===== src/rtl/riscv_irq_pkg.sv =====
// Shared types and constants for the interrupt arbiter.
// State encoding, CSR addresses and the interrupt ID width.
package riscv_irq_pkg;

  localparam int IRQ_ID_W = 5;

  typedef logic [1:0] irq_state_t;

  localparam irq_state_t IRQ_IDLE   = 2'd0;
  localparam irq_state_t IRQ_REQ    = 2'd1;
  localparam irq_state_t IRQ_ACTIVE = 2'd2;

  localparam logic [1:0] IRQ_REG_ENABLE  = 2'd0;
  localparam logic [1:0] IRQ_REG_EDGE    = 2'd1;
  localparam logic [1:0] IRQ_REG_PENDING = 2'd2;
  localparam logic [1:0] IRQ_REG_STATUS  = 2'd3;

endpackage


===== src/rtl/riscv_irq_prio_enc.sv =====
// Priority encoder with a rotating start index: returns the first set
// request at or after start_i, wrapping from NUM_SRC-1 back to 0.
module riscv_irq_prio_enc
  import riscv_irq_pkg::*;
#(
  parameter int NUM_SRC = 32
) (
  input  logic [NUM_SRC-1:0]  req_i,
  input  logic [IRQ_ID_W-1:0] start_i,
  output logic                valid_o,
  output logic [IRQ_ID_W-1:0] id_o
);

  logic [IRQ_ID_W:0] idx_s;

  // Scan from the farthest offset down so the nearest hit is the last write.
  always_comb begin
    valid_o = 1'b0;
    id_o    = '0;
    idx_s   = '0;
    for (int k = NUM_SRC - 1; k >= 0; k--) begin
      idx_s = {1'b0, start_i} + 6'(k);
      if (idx_s >= 6'(NUM_SRC)) begin
        idx_s = idx_s - 6'(NUM_SRC);
      end else begin
        idx_s = idx_s;
      end
      if (req_i[idx_s[IRQ_ID_W-1:0]]) begin
        valid_o = 1'b1;
        id_o    = idx_s[IRQ_ID_W-1:0];
      end else begin
        valid_o = valid_o;
      end
    end
  end

endmodule


===== src/rtl/riscv_irq_arbiter.sv =====
// Interrupt arbiter/sequencer: mask, latch, select and hold one interrupt
// until eret. Define IRQ_ARB_ROUND_ROBIN_EN for round-robin arbitration.
module riscv_irq_arbiter
  import riscv_irq_pkg::*;
#(
  parameter int NUM_SRC = 32,
  parameter int ID_W    = 5
) (
  input  logic               clk,
  input  logic               rst_n,
  input  logic [NUM_SRC-1:0] src_i,
  input  logic               cfg_we_i,
  input  logic [1:0]         cfg_addr_i,
  input  logic [31:0]        cfg_wdata_i,
  output logic [31:0]        cfg_rdata_o,
  output logic [31:0]        irq_o,
  output logic [ID_W-1:0]    irq_id_o,
  input  logic               ack_i,
  input  logic               done_i,
  output logic               busy_o
);

  logic [NUM_SRC-1:0]  enable_q, enable_d, edge_q, edge_d;
  logic [NUM_SRC-1:0]  pend_q, pend_d, src_q;
  logic [NUM_SRC-1:0]  pend_s, cand_s, sw_clr_s, ack_clr_s, wdata_s;
  irq_state_t          state_q, state_d;
  logic [IRQ_ID_W-1:0] grant_q, grant_d, start_s, win_id_s;
  logic [31:0]         irq_q, irq_d;
  logic                win_valid_s, ack_take_s;

  assign wdata_s    = cfg_wdata_i[NUM_SRC-1:0];
  assign ack_take_s = (state_q == IRQ_REQ) && ack_i;
  // Edge sources read their latch, level sources read the pin directly.
  assign pend_s     = (edge_q & pend_q) | (~edge_q & src_i);
  assign cand_s     = pend_s & enable_q;
  assign ack_clr_s  = ack_take_s ? (NUM_SRC'(1) << grant_q) : '0;

  // CSR write decode
  always_comb begin
    enable_d = enable_q;
    edge_d   = edge_q;
    sw_clr_s = '0;
    if (cfg_we_i) begin
      case (cfg_addr_i)
        IRQ_REG_ENABLE:  enable_d = wdata_s;
        IRQ_REG_EDGE:    edge_d   = wdata_s;
        IRQ_REG_PENDING: sw_clr_s = wdata_s;
        default:         sw_clr_s = '0;
      endcase
    end else begin
      sw_clr_s = '0;
    end
  end

  // New rising edges are OR-ed in after clears, so a same-cycle set wins.
  assign pend_d = ((pend_q & ~(sw_clr_s | ack_clr_s)) | (edge_q & src_i & ~src_q)) & edge_q;

`ifdef IRQ_ARB_ROUND_ROBIN_EN
  logic [IRQ_ID_W-1:0] rr_q, rr_d;

  assign start_s = rr_q;

  // Round-robin pointer moves past the source just accepted
  always_comb begin
    if (ack_take_s) begin
      rr_d = (grant_q == IRQ_ID_W'(NUM_SRC - 1)) ? '0 : grant_q + 5'd1;
    end else begin
      rr_d = rr_q;
    end
  end

  // Round-robin pointer register
  always_ff @(posedge clk or negedge rst_n) begin
    if (!rst_n) rr_q <= '0;
    else        rr_q <= rr_d;
  end
`else
  assign start_s = '0;
`endif

  riscv_irq_prio_enc #(.NUM_SRC(NUM_SRC)) u_prio_enc (
    .req_i   (cand_s),
    .start_i (start_s),
    .valid_o (win_valid_s),
    .id_o    (win_id_s)
  );

  // Sequencer: grant is locked in REQ; ack beats retract
  always_comb begin
    state_d = state_q;
    grant_d = grant_q;
    case (state_q)
      IRQ_IDLE: begin
        if (win_valid_s) begin
          state_d = IRQ_REQ;
          grant_d = win_id_s;
        end else begin
          state_d = IRQ_IDLE;
        end
      end
      IRQ_REQ: begin
        if (ack_i)                 state_d = IRQ_ACTIVE;
        else if (!cand_s[grant_q]) state_d = IRQ_IDLE;
        else                       state_d = IRQ_REQ;
      end
      IRQ_ACTIVE: begin
        if (done_i) state_d = IRQ_IDLE;
        else        state_d = IRQ_ACTIVE;
      end
      default: state_d = IRQ_IDLE;
    endcase
    irq_d = (state_d == IRQ_REQ) ? (32'd1 << grant_d) : 32'd0;
  end

  // State, configuration and pending registers
  always_ff @(posedge clk or negedge rst_n) begin
    if (!rst_n) begin
      enable_q <= '0;
      edge_q   <= '0;
      pend_q   <= '0;
      src_q    <= '0;
      state_q  <= IRQ_IDLE;
      grant_q  <= '0;
      irq_q    <= 32'd0;
    end else begin
      enable_q <= enable_d;
      edge_q   <= edge_d;
      pend_q   <= pend_d;
      src_q    <= src_i;
      state_q  <= state_d;
      grant_q  <= grant_d;
      irq_q    <= irq_d;
    end
  end

  assign irq_o    = irq_q;
  assign irq_id_o = grant_q;
  assign busy_o   = (state_q != IRQ_IDLE);

  // CSR read mux
  always_comb begin
    case (cfg_addr_i)
      IRQ_REG_ENABLE:  cfg_rdata_o = 32'(enable_q);
      IRQ_REG_EDGE:    cfg_rdata_o = 32'(edge_q);
      IRQ_REG_PENDING: cfg_rdata_o = 32'(cand_s);
      default:         cfg_rdata_o = {busy_o, 26'd0, grant_q};
    endcase
  end

endmodule


===== config.mk =====
export PLATFORM = sky130hd
export DESIGN_NAME = riscv_irq_arbiter
export DESIGN_NICKNAME = d
export VERILOG_FILES = /design/src/rtl/riscv_irq_pkg.sv /design/src/rtl/riscv_irq_prio_enc.sv /design/src/rtl/riscv_irq_arbiter.sv
export SDC_FILE = /design/constraint.sdc
export NUM_CORES = 1
export LEC_CHECK = 0
export BUFFER_PORTS_ARGS = -buffer_cell sky130_fd_sc_hd__buf_2
export CAP_MARGIN = 0
export CORE_UTILIZATION = 40
export DETAILED_ROUTE_END_ITERATION = 16
export PLACE_DENSITY_LB_ADDON = 0.25
export SYNTH_ARGS = -nofsm -noshare
export SYNTH_HDL_FRONTEND = slang
export SYNTH_SLANG_ARGS = --single-unit

===== constraint.sdc =====
create_clock -name clk -period 3.6 [get_ports clk]
set_clock_uncertainty 0.15 [all_clocks]
set_input_delay 0.72 -clock clk [delete_from_list [all_inputs] [get_ports clk]]
set_output_delay 0.72 -clock clk [all_outputs]
set_load 0.01 [all_outputs]

==> impl_metrics.csv, run 1 <==
group,metric,value,unit
setup_path,cp.required,3.77,ns
run_status,status,"finished clean",
layout,final_nets,952,
synth,synth_seq_area_share,49.59,%
global_route,grt_max_degree,62,
layout,layout-drive-gt1-share,34.79,%
clock_tree,clkSlewWorstSetupHoldPaths,0.07,ns
die,die-area,21650,um2
synth,yosysWarnings,0,
synth,synth_cell_types,60,
die,die_h,147.1,um
layout,layout_commonest_cell,"dfrtp_1",
global_route,globalRoute.totalOverflow,0,
layout,design_area,10150,um2
sta,worst_slack,0.6018,ns
placed_design,dp_slack,0.2949,ns
sta,fin_setup_tns,0,ns
sta,layout_min_cycle_time,2.998,ns
sta,fmax,333.5,MHz
routing,drt-initial-drc-count,418,
synth,synthArstFlopShare,100.0,%
setup_path,r2r_slack,0.60,ns
clock_tree,cts_setup_buffers,0,
setup_path,critPathLaunch,"edge_q[9]",
setup_path,r2r_end,"irq_o[9]",
layout,num_antenna_cells,0,
placed_design,gp_congestion,0.8256,
sta,final-setup-viol-count,0,
routing,wirelength,24.48,mm
setup_path,crit_fanout,8,
synth,synthesis.area,8427,um2
sta,period_share,83.28,%
clock_tree,cts_tree,"built",
routing,vias,6640,
die,row_count,52,
flow_run,maxCapViolations,0,
clock_tree,cts_inserted_buffers,17,
synth,syn_nets,807,
synth,synth_seq_cells,167,
setup_path,reg2reg_from,"edge_q[9]",
die,die_x,147.1,um
setup_path,end_kind,"register",
routing,via_per_inst,5.704,
routing,wl_per_cell,21.03,um
global_route,grt_pass1_vias,6604,
power,power.density,676.4,nW/um2
clock_tree,cts_root_buf,"clkbuf_16",
sta,relSlewSlack,51.06,%
synth,synth_top_flop_cell,"dfrtp_1",
die,start_util,41.25,%
die,pin_count,141,
placed_design,post-dp-hpwl,17.41,mm
routing,drc,0,
synth,syn_inst,736,
sta,whs,0.09796,ns
setup_path,crit_path_start_kind,"register",
layout,area_growth,20.47,%
placed_design,dpl_cell_area,9514,um2
routing,final_antenna_net_count,0,
clock_tree,postCtsResizedCells,0,
layout,fin_util,49.69,%
setup_path,reg2reg_depth,8,
synth,post_synth.cell_area_avg,11.45,um2
min_path,hold_path_class,"in2async",
sta,rsz0062_at_grt,"no",
power,power_leakage,4.522,nW
global_route,track_usage,23.33,%
routing,drt_pre_antenna_iters,5,
clock_tree,clk_path_buf_depth,2,
clock_tree,cts.htree.levels,4,
layout,mostFrequentLayoutCells,"167 x dfrtp_1, 139 x buf_2, 86 x nand2_1",
clock_tree,postCtsHoldBufs,0,
sta,drv_slew,0,
placed_design,numPortBuffers,140,
sta,worst_slew_pin_slew,0.7292,ns
setup_path,crit_arrival,3.17,ns
clock_tree,clock_latency,0.44,ns
global_route,antenna_found_initial,1,
global_route,grt_first_pass_wirelength,38.09,mm
setup_path,crit_end,"irq_o[9]",
die,coreArea,20430,um2
synth,synth_edf_count,0,
sta,finalHoldViolations,0,
clock_tree,cts_num_sinks,167,
power,max-vdd-ir-drop,0.4644,mV
setup_path,path_class,"reg2reg",
-- state kept, by name, summed over array words and instances, names as in the netlist --
register	flops
edge_q	32
enable_q	32
pend_q	32
irq_id_o	5
src_q	32
state_q	2
irq_o	32
-- metrics by stage --
stage,std cells,total power [mW]
2_1_floorplan,736,4.038
3_3_place_gp,1132,4.845
3_5_place_dp,1132,4.874
4_1_cts,1164,6.880
5_1_grt,1164,7.223
6_report,1164,6.867
-- report_power, final --
part	internal (mW)	switching, mW	leakage (nW)
Combinational	0.912	1.51	2.13
Clock	1.13	0.868	0.307
Sequential	2.17	0.288	2.09
-- how the worst min path moves through the flow --
stage	startpoint	to	slack, ns	cells after the start
6_report	rst_n	src_q[25]	0.1	1
5_1_grt	rst_n	src_q[25]	0.13	1
4_1_cts	rst_n	src_q[25]	0.12	1
3_5_place_dp	src_q[14]	pend_q[14]	0.34	2
3_3_place_gp	src_q[16]	pend_q[16]	0.34	2
2_1_floorplan	rst_n	edge_q[0]	0.27	0
-- synthesized netlist by cell type, types with 8 or more instances --
cell type / count / area (um2)
dfrtp_1: 167 / 4179
a22o_1: 8 / 70.07
nand2b_1: 37 / 231.5
clkbuf_1: 27 / 101.4
nor4_1: 31 / 193.9
inv_1: 13 / 48.80
o22ai_1: 25 / 156.4
nand3_1: 15 / 75.07
o211ai_1: 45 / 337.8
and2_1: 13 / 81.33
mux2_2: 81 / 912.1
mux2i_1: 32 / 320.3
mux4_2: 9 / 202.7
o21ai_0: 10 / 50.05
nand2_1: 86 / 322.8
a21boi_0: 33 / 247.7
nor2_1: 17 / 63.81
-- cell type report --
| type | instances | area [um2] |
|---|---|---|
| Clock inverter | 15 | 212.7 |
| Fill cell | 1898 | 10280 |
| Multi-Input combinational cell | 518 | 4026 |
| Tap cell | 270 | 337.8 |
| Inverter | 15 | 61.31 |
| Timing Repair Buffer | 162 | 909.6 |
| Clock buffer | 17 | 425.4 |
| Sequential cell | 167 | 4179 |
-- worst max-delay path, stage by stage (launching register included) --
cell and delay, ns:
dfrtp_1 0.40, mux2_2 0.41, a22oi_2 0.30, nand4_2 0.21, o41ai_4 0.41, buf_4 0.21, a211o_1 0.15, nand3_1 0.29
nor4_1 0.34
-- logic make-up (layout without fill, tap and decap cells) --
logic type / count (synthesis) / in the layout / share of synthesized area [%]
mux: 130 / 130 / 18.37
simple gates: 219 / 219 / 13.45
flops: 167 / 167 / 49.59
compound gates: 169 / 169 / 15.87
buf+inv: 51 / 209 / 2.717
-- layer usage --
metal  track usage (%)  wire (um)
met5                 0         18
met4             8.196        560
met3             5.963       1516
met2             35.54      11070
met1             32.12      11320
Note: power is estimated with default switching activity, not from simulation.
==> run 2: changes to the inputs <==
==> constraint.sdc (replaced) <==
create_clock -name clk -period 3 [get_ports clk]
set_clock_uncertainty 0.15 [all_clocks]
set_input_delay 0.6 -clock clk [delete_from_list [all_inputs] [get_ports clk]]
set_output_delay 0.6 -clock clk [all_outputs]
set_load 0.01 [all_outputs]
==> run 2 against run 1 <==
Cell count up 3.0%. Final area up 2.9%. Sequential share of layout area down 1.1 points. Power up 24%. Global-route usage down 0.077 points. Critical path type is now reg2out. Non-clock buffer count up 35. Worst hold slack better by 0.049 ns.
==> impl_metrics.csv, run 2 (synthesis gave the netlist of run 1 again) <==
group,metric,value,unit
run_status,status,"finished clean",
placed_design,post-dp-hpwl,17.67,mm
sta,whs,0.1469,ns
layout,num_antenna_cells,0,
layout,multi_input_area,4053,um2
clock_tree,clkSlewWorstSetupHoldPaths,0.07,ns
sta,fmax,346.5,MHz
sta,drv_slew,0,
clock_tree,cts_setup_buffers,0,
flow_run,maxCapViolations,0,
sta,finalHoldViolations,0,
power,max-vdd-ir-drop,0.5767,mV
sta,rsz0062_at_grt,"no",
layout,layout-drive-gt1-share,37.67,%
power,power_leakage,4.692,nW
min_path,hold_depth,1,
layout,fin_util,51.11,%
layout,layout_commonest_cell,"dfrtp_1",
clock_tree,cts_inserted_buffers,17,
die,start_util,41.25,%
global_route,grt_first_pass_wirelength,38.50,mm
power,power.density,812.3,nW/um2
layout,fill_cells,1896,
routing,vias,6796,
setup_path,crit_arrival,2.14,ns
min_path,hold_path_class,"in2reg",
clock_tree,cts.htree.levels,4,
routing,final_antenna_net_count,0,
setup_path,path_class,"reg2out",
sta,worst_slew_pin_slew,0.5919,ns
setup_path,r2r_end,"irq_o[22]",
layout,final_nets,987,
sta,final-setup-viol-count,0,
placed_design,gp_congestion,0.8477,
setup_path,reg2reg_from,"edge_q[2]",
global_route,globalRoute.totalOverflow,0,
power,seq_power_share,34.7,%
routing,drt_pre_antenna_iters,5,
global_route,grt_pass1_vias,6688,
layout,area_growth,23.92,%
power,p_comb_share,38.1,%
die,row_count,52,
die,die-area,21650,um2
clock_tree,clk_path_buf_depth,2,
die,die_h,147.1,um
die,coreArea,20430,um2
power,switchingPower,3.266,mW
sta,period_share,96.21,%
sta,layout_min_cycle_time,2.886,ns
clock_tree,clock_latency,0.43,ns
routing,via_per_inst,5.668,
layout,final_cells,1199,
setup_path,crit_path_start_kind,"register",
setup_path,reg2reg_depth,8,
setup_path,r2r_slack,0.13,ns
power,switching_share,38.51,%
setup_path,cp.required,2.25,ns
min_path,worstHoldEndpoint,"src_q[17]",
routing,wirelength,24.51,mm
global_route,grt_max_degree,57,
layout,mostFrequentLayoutCells,"167 x dfrtp_1, 139 x buf_2, 86 x nand2_1",
sta,relSlewSlack,60.54,%
setup_path,end_kind,"primary output",
clock_tree,cts_tree,"built",
routing,wl_per_cell,20.45,um
setup_path,crit_fanout,4,
min_path,hold_start,"src_i[17]",
global_route,antenna_found_initial,0,
global_route,track_usage,23.25,%
power,power.share.clock,27.1,%
clock_tree,cts_num_sinks,167,
placed_design,dp.cells,1166,
routing,drt-initial-drc-count,469,
sta,fin_setup_tns,0,ns
die,pin_count,141,
die,die_x,147.1,um
clock_tree,cts_root_buf,"clkbuf_16",
routing,drc,0,
layout,regArea,4179,um2
power,power,8.482,mW
power,p_int,5.216,mW
placed_design,numPortBuffers,140,
run 2: area by class of cell:
cell class | count | share of cell area (%)
Timing Repair Buffer | 197 | 11.49
Multi-Input combinational cell | 518 | 38.81
Clock buffer | 17 | 4.074
Sequential cell | 167 | 40.02
Inverter | 15 | 0.5871
Tap cell | 270 | 3.235
Clock inverter | 15 | 1.785
run 2: worst max-delay path by stage:
stage                           from             end  slack (ns)
final                      edge_q[2]  cfg_rdata_o[2]        0.11
after detailed placement    src_i[7]       irq_o[29]       -0.12
after floorplan             src_i[2]       irq_o[15]        0.09
after global placement      src_i[2]       irq_o[15]       -0.06
after CTS                  edge_q[3]  cfg_rdata_o[3]        0.11
after global routing      edge_q[12]       irq_o[15]       0.001
run 2: stage by stage:
| stage | worst slack (ns) | instance area, um2 |
|---|---|---|
| 5_1_grt | 0.001175 | 10440 |
| 3_5_place_dp | -0.1242 | 9794 |
| 4_1_cts | 0.1102 | 10420 |
| 2_1_floorplan | 0.08510 | 8427 |
| 6_report | 0.1138 | 10440 |
| 3_3_place_gp | -0.06458 | 9794 |
run 2: layer usage:
layer	part of all wire (%)	up-vias	track usage [%]
li1	-	3131	-
met1	47	3429	32.96
met2	46	215	36.49
met3	4.9	21	4.689
met4	1.5	0	5.567
met5	0	-	0
run 2: critical path: stages (launching register included):
cell and delay (ns):
dfrtp_1 0.41, mux2_1 0.35, and2_1 0.19, buf_4 0.14, mux4_2 0.45, buf_2 0.16
run 2: what timing repair did:
action                     CTS  global route
gates resized for setup      0             6
hold buffers                 1             0
setup endpoints to repair    0            11
hold endpoints to repair    40             0
run 2: power groups by stage:
stage,logic [mW],clock network [mW],registers (mW)
4_1_cts,3.18,2.33,2.94
3_5_place_dp,3.16,0,2.98
5_1_grt,3.47,2.43,2.99
2_1_floorplan,1.93,0,2.91
3_3_place_gp,3.13,0,2.97
6_report,3.24,2.30,2.95
